<file path="src/rtl/generador_pwm.sv">
// Prescaled PWM generator with a shadowed duty cycle, input saturation flag
// and a missing-sample timeout that parks the output in a FAULT state.
module generador_pwm #(
  parameter int unsigned PRE_DIV     = 4,
  parameter int unsigned PERIOD      = 500,
  parameter int unsigned TIMEOUT_PER = 8
) (
  input  logic        clk,
  input  logic        rst,
  input  logic [17:0] PWMin,
  input  logic        ena2,
  output logic        pwm,
  output logic        period_tick,
  output logic        sat,
  output logic        fault
);

  localparam int unsigned PCNT_W = 8;
  localparam int unsigned CNT_W  = 9;
  localparam int unsigned MISS_W = 8;

  localparam logic [PCNT_W-1:0] PCNT_LAST = PCNT_W'(PRE_DIV - 1);
  localparam logic [CNT_W-1:0]  CNT_LAST  = CNT_W'(PERIOD - 1);
  localparam logic [CNT_W-1:0]  DUTY_MAX  = CNT_W'(PERIOD);
  localparam logic [MISS_W-1:0] MISS_LAST = MISS_W'(TIMEOUT_PER - 1);

  typedef enum logic [1:0] {
    S_IDLE,
    S_RUN,
    S_FAULT
  } state_e;

  state_e              state_q;
  logic [PCNT_W-1:0]   pcnt_q, pcnt_d;
  logic [CNT_W-1:0]    cnt_q, cnt_d;
  logic [CNT_W-1:0]    shadow_q;
  logic [CNT_W-1:0]    duty_q;
  logic [MISS_W-1:0]   miss_q;
  logic                got_q;

  logic                tick;
  logic                boundary;
  logic                boundary_next;
  logic                sample_seen;
  logic [CNT_W-1:0]    duty_in;
  logic                clamped;

  // Free-running timebase and input clamp
  always_comb begin
    tick          = (pcnt_q == PCNT_LAST);
    boundary      = tick && (cnt_q == CNT_LAST);
    pcnt_d        = tick ? '0 : pcnt_q + PCNT_W'(1);
    cnt_d         = cnt_q;
    if (tick) begin
      cnt_d = (cnt_q == CNT_LAST) ? '0 : cnt_q + CNT_W'(1);
    end
    // period_tick is registered, so it is computed from the next counter state
    boundary_next = (pcnt_d == PCNT_LAST) && (cnt_d == CNT_LAST);
    sample_seen   = got_q || ena2;

    duty_in = PWMin[CNT_W-1:0];
    clamped = 1'b0;
    if (PWMin[17]) begin
      duty_in = '0;
      clamped = 1'b1;
    end else if (PWMin[16:0] >= 17'(PERIOD)) begin
      duty_in = DUTY_MAX;
      clamped = 1'b1;
    end
  end

  always_ff @(posedge clk or posedge rst) begin
    if (rst) begin
      state_q     <= S_IDLE;
      pcnt_q      <= '0;
      cnt_q       <= '0;
      shadow_q    <= '0;
      duty_q      <= '0;
      miss_q      <= '0;
      got_q       <= 1'b0;
      pwm         <= 1'b0;
      period_tick <= 1'b0;
      sat         <= 1'b0;
      fault       <= 1'b0;
    end else begin
      pcnt_q      <= pcnt_d;
      cnt_q       <= cnt_d;
      period_tick <= boundary_next;
      pwm         <= (state_q == S_RUN) && (cnt_q < duty_q);

      if (ena2) begin
        shadow_q <= duty_in;
        sat      <= clamped;
      end

      // duty_act only moves at the boundary, always from the pre-update shadow
      if (boundary) begin
        duty_q <= shadow_q;
        got_q  <= 1'b0;
      end else if (ena2) begin
        got_q  <= 1'b1;
      end

      case (state_q)
        S_IDLE: begin
          if (boundary && sample_seen) begin
            state_q <= S_RUN;
            miss_q  <= '0;
          end
        end
        S_RUN: begin
          if (ena2 || (boundary && got_q)) begin
            miss_q <= '0;
          end else if (boundary) begin
            if (miss_q >= MISS_LAST) begin
              state_q <= S_FAULT;
              fault   <= 1'b1;
              miss_q  <= '0;
            end else begin
              miss_q <= miss_q + MISS_W'(1);
            end
          end
        end
        S_FAULT: begin
          if (boundary && sample_seen) begin
            state_q <= S_RUN;
            fault   <= 1'b0;
            miss_q  <= '0;
          end
        end
        default: begin
          state_q <= S_IDLE;
          fault   <= 1'b0;
        end
      endcase
    end
  end

endmodule

</file>
<file path="config.mk">
export PLATFORM = sky130hd
export DESIGN_NAME = generador_pwm
export DESIGN_NICKNAME = d
export VERILOG_FILES = /design/src/rtl/generador_pwm.sv
export SDC_FILE = /design/constraint.sdc
export NUM_CORES = 1
export LEC_CHECK = 0
export CAP_MARGIN = 30
export CELL_PAD_IN_SITES_DETAIL_PLACEMENT = 0
export CELL_PAD_IN_SITES_GLOBAL_PLACEMENT = 2
export CORE_MARGIN = 5
export CORE_UTILIZATION = 35
export DETAILED_ROUTE_END_ITERATION = 6
export PLACE_DENSITY = 0.77
export SLEW_MARGIN = 10
export SYNTH_ARGS = -nofsm -noshare
export SYNTH_HDL_FRONTEND = slang
export SYNTH_SLANG_ARGS = --single-unit
</file>
<file path="constraint.sdc">
create_clock -name clk -period 5.6 [get_ports clk]
set_clock_uncertainty 0.1 [all_clocks]
set_input_delay 0.84 -clock clk [delete_from_list [all_inputs] [get_ports clk]]
set_output_delay 0.84 -clock clk [all_outputs]
set_load 0.02 [all_outputs]
</file>
==> results.json <==
{
  "die_w_um": 95.5,
  "netlist_top_cells_area": "dfrtp_1 (49%), ha_1 (5.9%), nand2_1 (4.5%)",
  "crit_path_max_fanout": 9,
  "ys_seq_elements": 50,
  "cp_slowest_cell": "or4b_1",
  "core-area_sq_um": 7180,
  "num_rows": 31,
  "synthTopCellsByCount": "dfrtp_1 (50), nand2_1 (31), inv_1 (21), o21ai_0 (19), nor2_1 (15)",
  "syn_area_sq_um": 2560,
  "drt_pre_antenna_iters": 4,
  "cts.sink_count": 50,
  "cts_h_tree_depth": 2,
  "maxSlewHeadroom_pct": 52.7,
  "report.final.setup_viol": 0,
  "fp.dieArea_sq_um": 9120,
  "cts_root_buf": "clkbuf_8",
  "num-nets-final": 319,
  "final_area_sq_um": 3010,
  "rrSetupSlack_ns": 2.63,
  "placed_area_sq_um": 2920,
  "start_kind": "flop",
  "cts.repair_timing.setup_buffer_count": 0,
  "critical_path.n_buffers_inverters": 0,
  "crit_chain": "or4_4 -> or4b_1 -> mux2_2 -> nor4b_1 -> nand4b_1 -> nor4b_2",
  "synth_seq_area_share_pct": 48.9,
  "path_delay_family": "simple AND/OR/NAND/NOR gates",
  "max_cap_viol_count": 0,
  "tightestPinTransition_ns": 0.703,
  "postSynth.asyncResetShare_pct": 100,
  "tritoncts_clock_tree": "yes",
  "pin_count": 25,
  "worst_path_largest_cell_delay_ns": 0.67,
  "fin_crit_sh_pct": 53.0,
  "detail_route.drc_violations": 0,
  "clk_path_buf_depth": 2,
  "outcome": "complete, no violations",
  "num_vias": 1897,
  "die_height_um": 95.5,
  "final.min_clock_period_ns": 2.97,
  "totalNegativeSetupSlack_ns": 0,
  "power.ir.vdd_worst_mv": 0.115,
  "synth_most_common_cell": "dfrtp_1",
  "wl_um": 5170,
  "fin_total_pwr_mw": 0.615,
  "n_antenna_cell": 0,
  "post_cts_hold_buffer_count": 0,
  "synth.yosys.warnings": 0,
  "drt.antenna.violating_nets": 0,
  "power_density_nw_per_um2": 204,
  "worstPathArrival_ns": 3.09,
  "clk_pin_slew_worst_paths_ns": 0.09,
  "detailed_route_wire_length_per_cell_um": 13.4,
  "gp_routability_congestion": 0.738,
  "yosysTopAreaCell": "dfrtp_1",
  "placement.io_buffers": 24,
  "start_util_pct": 35.7,
  "p_leak_nw": 1.38,
  "synth-edff-count": 0,
  "antenna_found_initial": 0,
  "finalHoldViolations": 0,
  "drtIter0Drc": 68,
  "postLayoutCoreUtil_pct": 41.9,
  "tritoncts.num_buffers": 5,
  "worst_ep_required_time_ns": 5.72,
  "syn_area_per_cell_sq_um": 9.66,
  "final.fill_count": 717,
  "source_to_sink_clock_delay_at_the_later_pin_of_the_worst_skew_pair_ns": 0.31,
  "maxClockFrequency_mhz": 337,
  "final-max-slew-violation-count": 0,
  "ys_types": 47,
  "ys.flop_type": "dfrtp_1",
  "total_congestion_overflow_after_global_routing": 0,
  "hold_class": "reg -> reg",
  "setup.worst_path.end_class": "flop",
  "syn-instance-count": 265,
  "critPathKind": "reg -> reg",
  "area_growth_pct": 17.4,
  "grt_pass1_vias": 1930,
  "grt_pass1_wl_um": 9300,
  "vias_per_cell": 4.91,
  "setup_repair_after_global_routing_missed_its_margin": "false",
  "netlist.area_leader.share_pct": 48.9,
  "detailed_place_hpwl_um": 3860,
  "final_layout_size_suffix_gt1_share_pct": 7.67,
  "groute.usage.overall_pct": 13.1,
  "cts-resized-gates": 0,
  "synth.net_count": 298,
  "largest_net_degree_at_the_start_of_global_routing": 37
}
-- sequential cells by signal, indices dropped and copies added (netlist names) --
signal	flops
shadow_q	9
fault	1
miss_q	8
cnt_q	9
got_q	1
state_q	2
pcnt_q	8
sat	1
period_tick	1
duty_q	9
pwm	1
-- report_power, final --
| part | switching, mW | internal, mW | total [mW] | leakage [nW] |
|---|---|---|---|---|
| Clock | 0.115 | 0.0998 | 0.215 | 0.0482 |
| Combinational | 0.0151 | 0.0169 | 0.0320 | 0.672 |
| Sequential | 0.00239 | 0.365 | 0.367 | 0.655 |
| Total | 0.133 | 0.482 | 0.615 | 1.38 |
-- metrics by stage --
step	setup slack (ns)	hold WS, ns	std cells
2_1_floorplan	3.00	0.340	265
3_3_place_gp	2.45	0.360	376
3_5_place_dp	2.52	0.370	378
4_1_cts	2.61	0.391	386
5_1_grt	2.48	0.418	386
6_report	2.63	0.380	386
-- area by class of cell --
type	count	area [sq um]	share of cell area, %
clock buffers	7	86.3	2.87
multi-input cells	180	1170	39.1
well taps	99	124	4.12
clock inverters	1	5.00	0.166
repair buffers	28	287	9.53
inverters	21	78.8	2.62
flip-flops and latches	50	1250	41.6
-- cell families after synthesis --
family / count (synthesis) / share of synthesized area (%)
AO/OA/AOI/OAI: 62 / 16.5
XOR/XNOR: 10 / 3.42
multiplexers: 3 / 1.27
adder cells (fa/ha/maj): 12 / 5.86
buffers and inverters: 35 / 5.23
AND/OR/NAND/NOR: 93 / 18.8
flip-flops: 50 / 48.9
-- path summary, 6_finish.rpt --
kind | depth (start not counted) | start | endpoint
max in group asynchronous | 3 | rst | shadow_q[7]$_DFFE_PP0P_
hold reg to reg | 2 | duty_q[0]$_DFFE_PP0P_ | duty_q[0]$_DFFE_PP0P_
setup / recovery | 6 | pcnt_q[3]$_DFF_PP0_ | period_tick$_DFF_PP0_
hold / removal | 2 | duty_q[0]$_DFFE_PP0P_ | duty_q[0]$_DFFE_PP0P_
min in group asynchronous | 2 | rst | pcnt_q[5]$_DFF_PP0_
setup reg to reg | 6 | pcnt_q[3]$_DFF_PP0_ | period_tick$_DFF_PP0_
-- per-layer routing --
metal | wire (um) | global-route usage (%) | up-vias
li1 | - | - | 981
met1 | 2680 | 18.4 | 891
met2 | 2300 | 19.5 | 19
met3 | 96 | 3.08 | 6
met4 | 90 | 4.98 | 0
met5 | 0 | 0 | -
-- cell usage in the layout (no fill, tap or decap), types with 3 or more instances in the layout --
cell / count
nand4_1: 3
inv_1: 20
a21o_1: 4
ha_1: 12
nand3_1: 13
dfrtp_1: 50
xor2_1: 7
or3_1: 3
o21ai_0: 19
clkdlybuf4s50_1: 24
xnor2_1: 3
nand2_1: 31
nor2_1: 15
clkbuf_8: 6
a22o_1: 5
nor4_1: 6
o211ai_1: 7
a21oi_1: 6
a31oi_1: 5
and3_1: 6
-- worst register-to-register path, delay by kind of cell, from the launching register on --
family           cells  cell delay (ns)
AND/OR/NAND/NOR      5             2.01
flip-flops           1             0.46
multiplexers         1             0.32
Note: power is estimated with default switching activity, not from simulation.
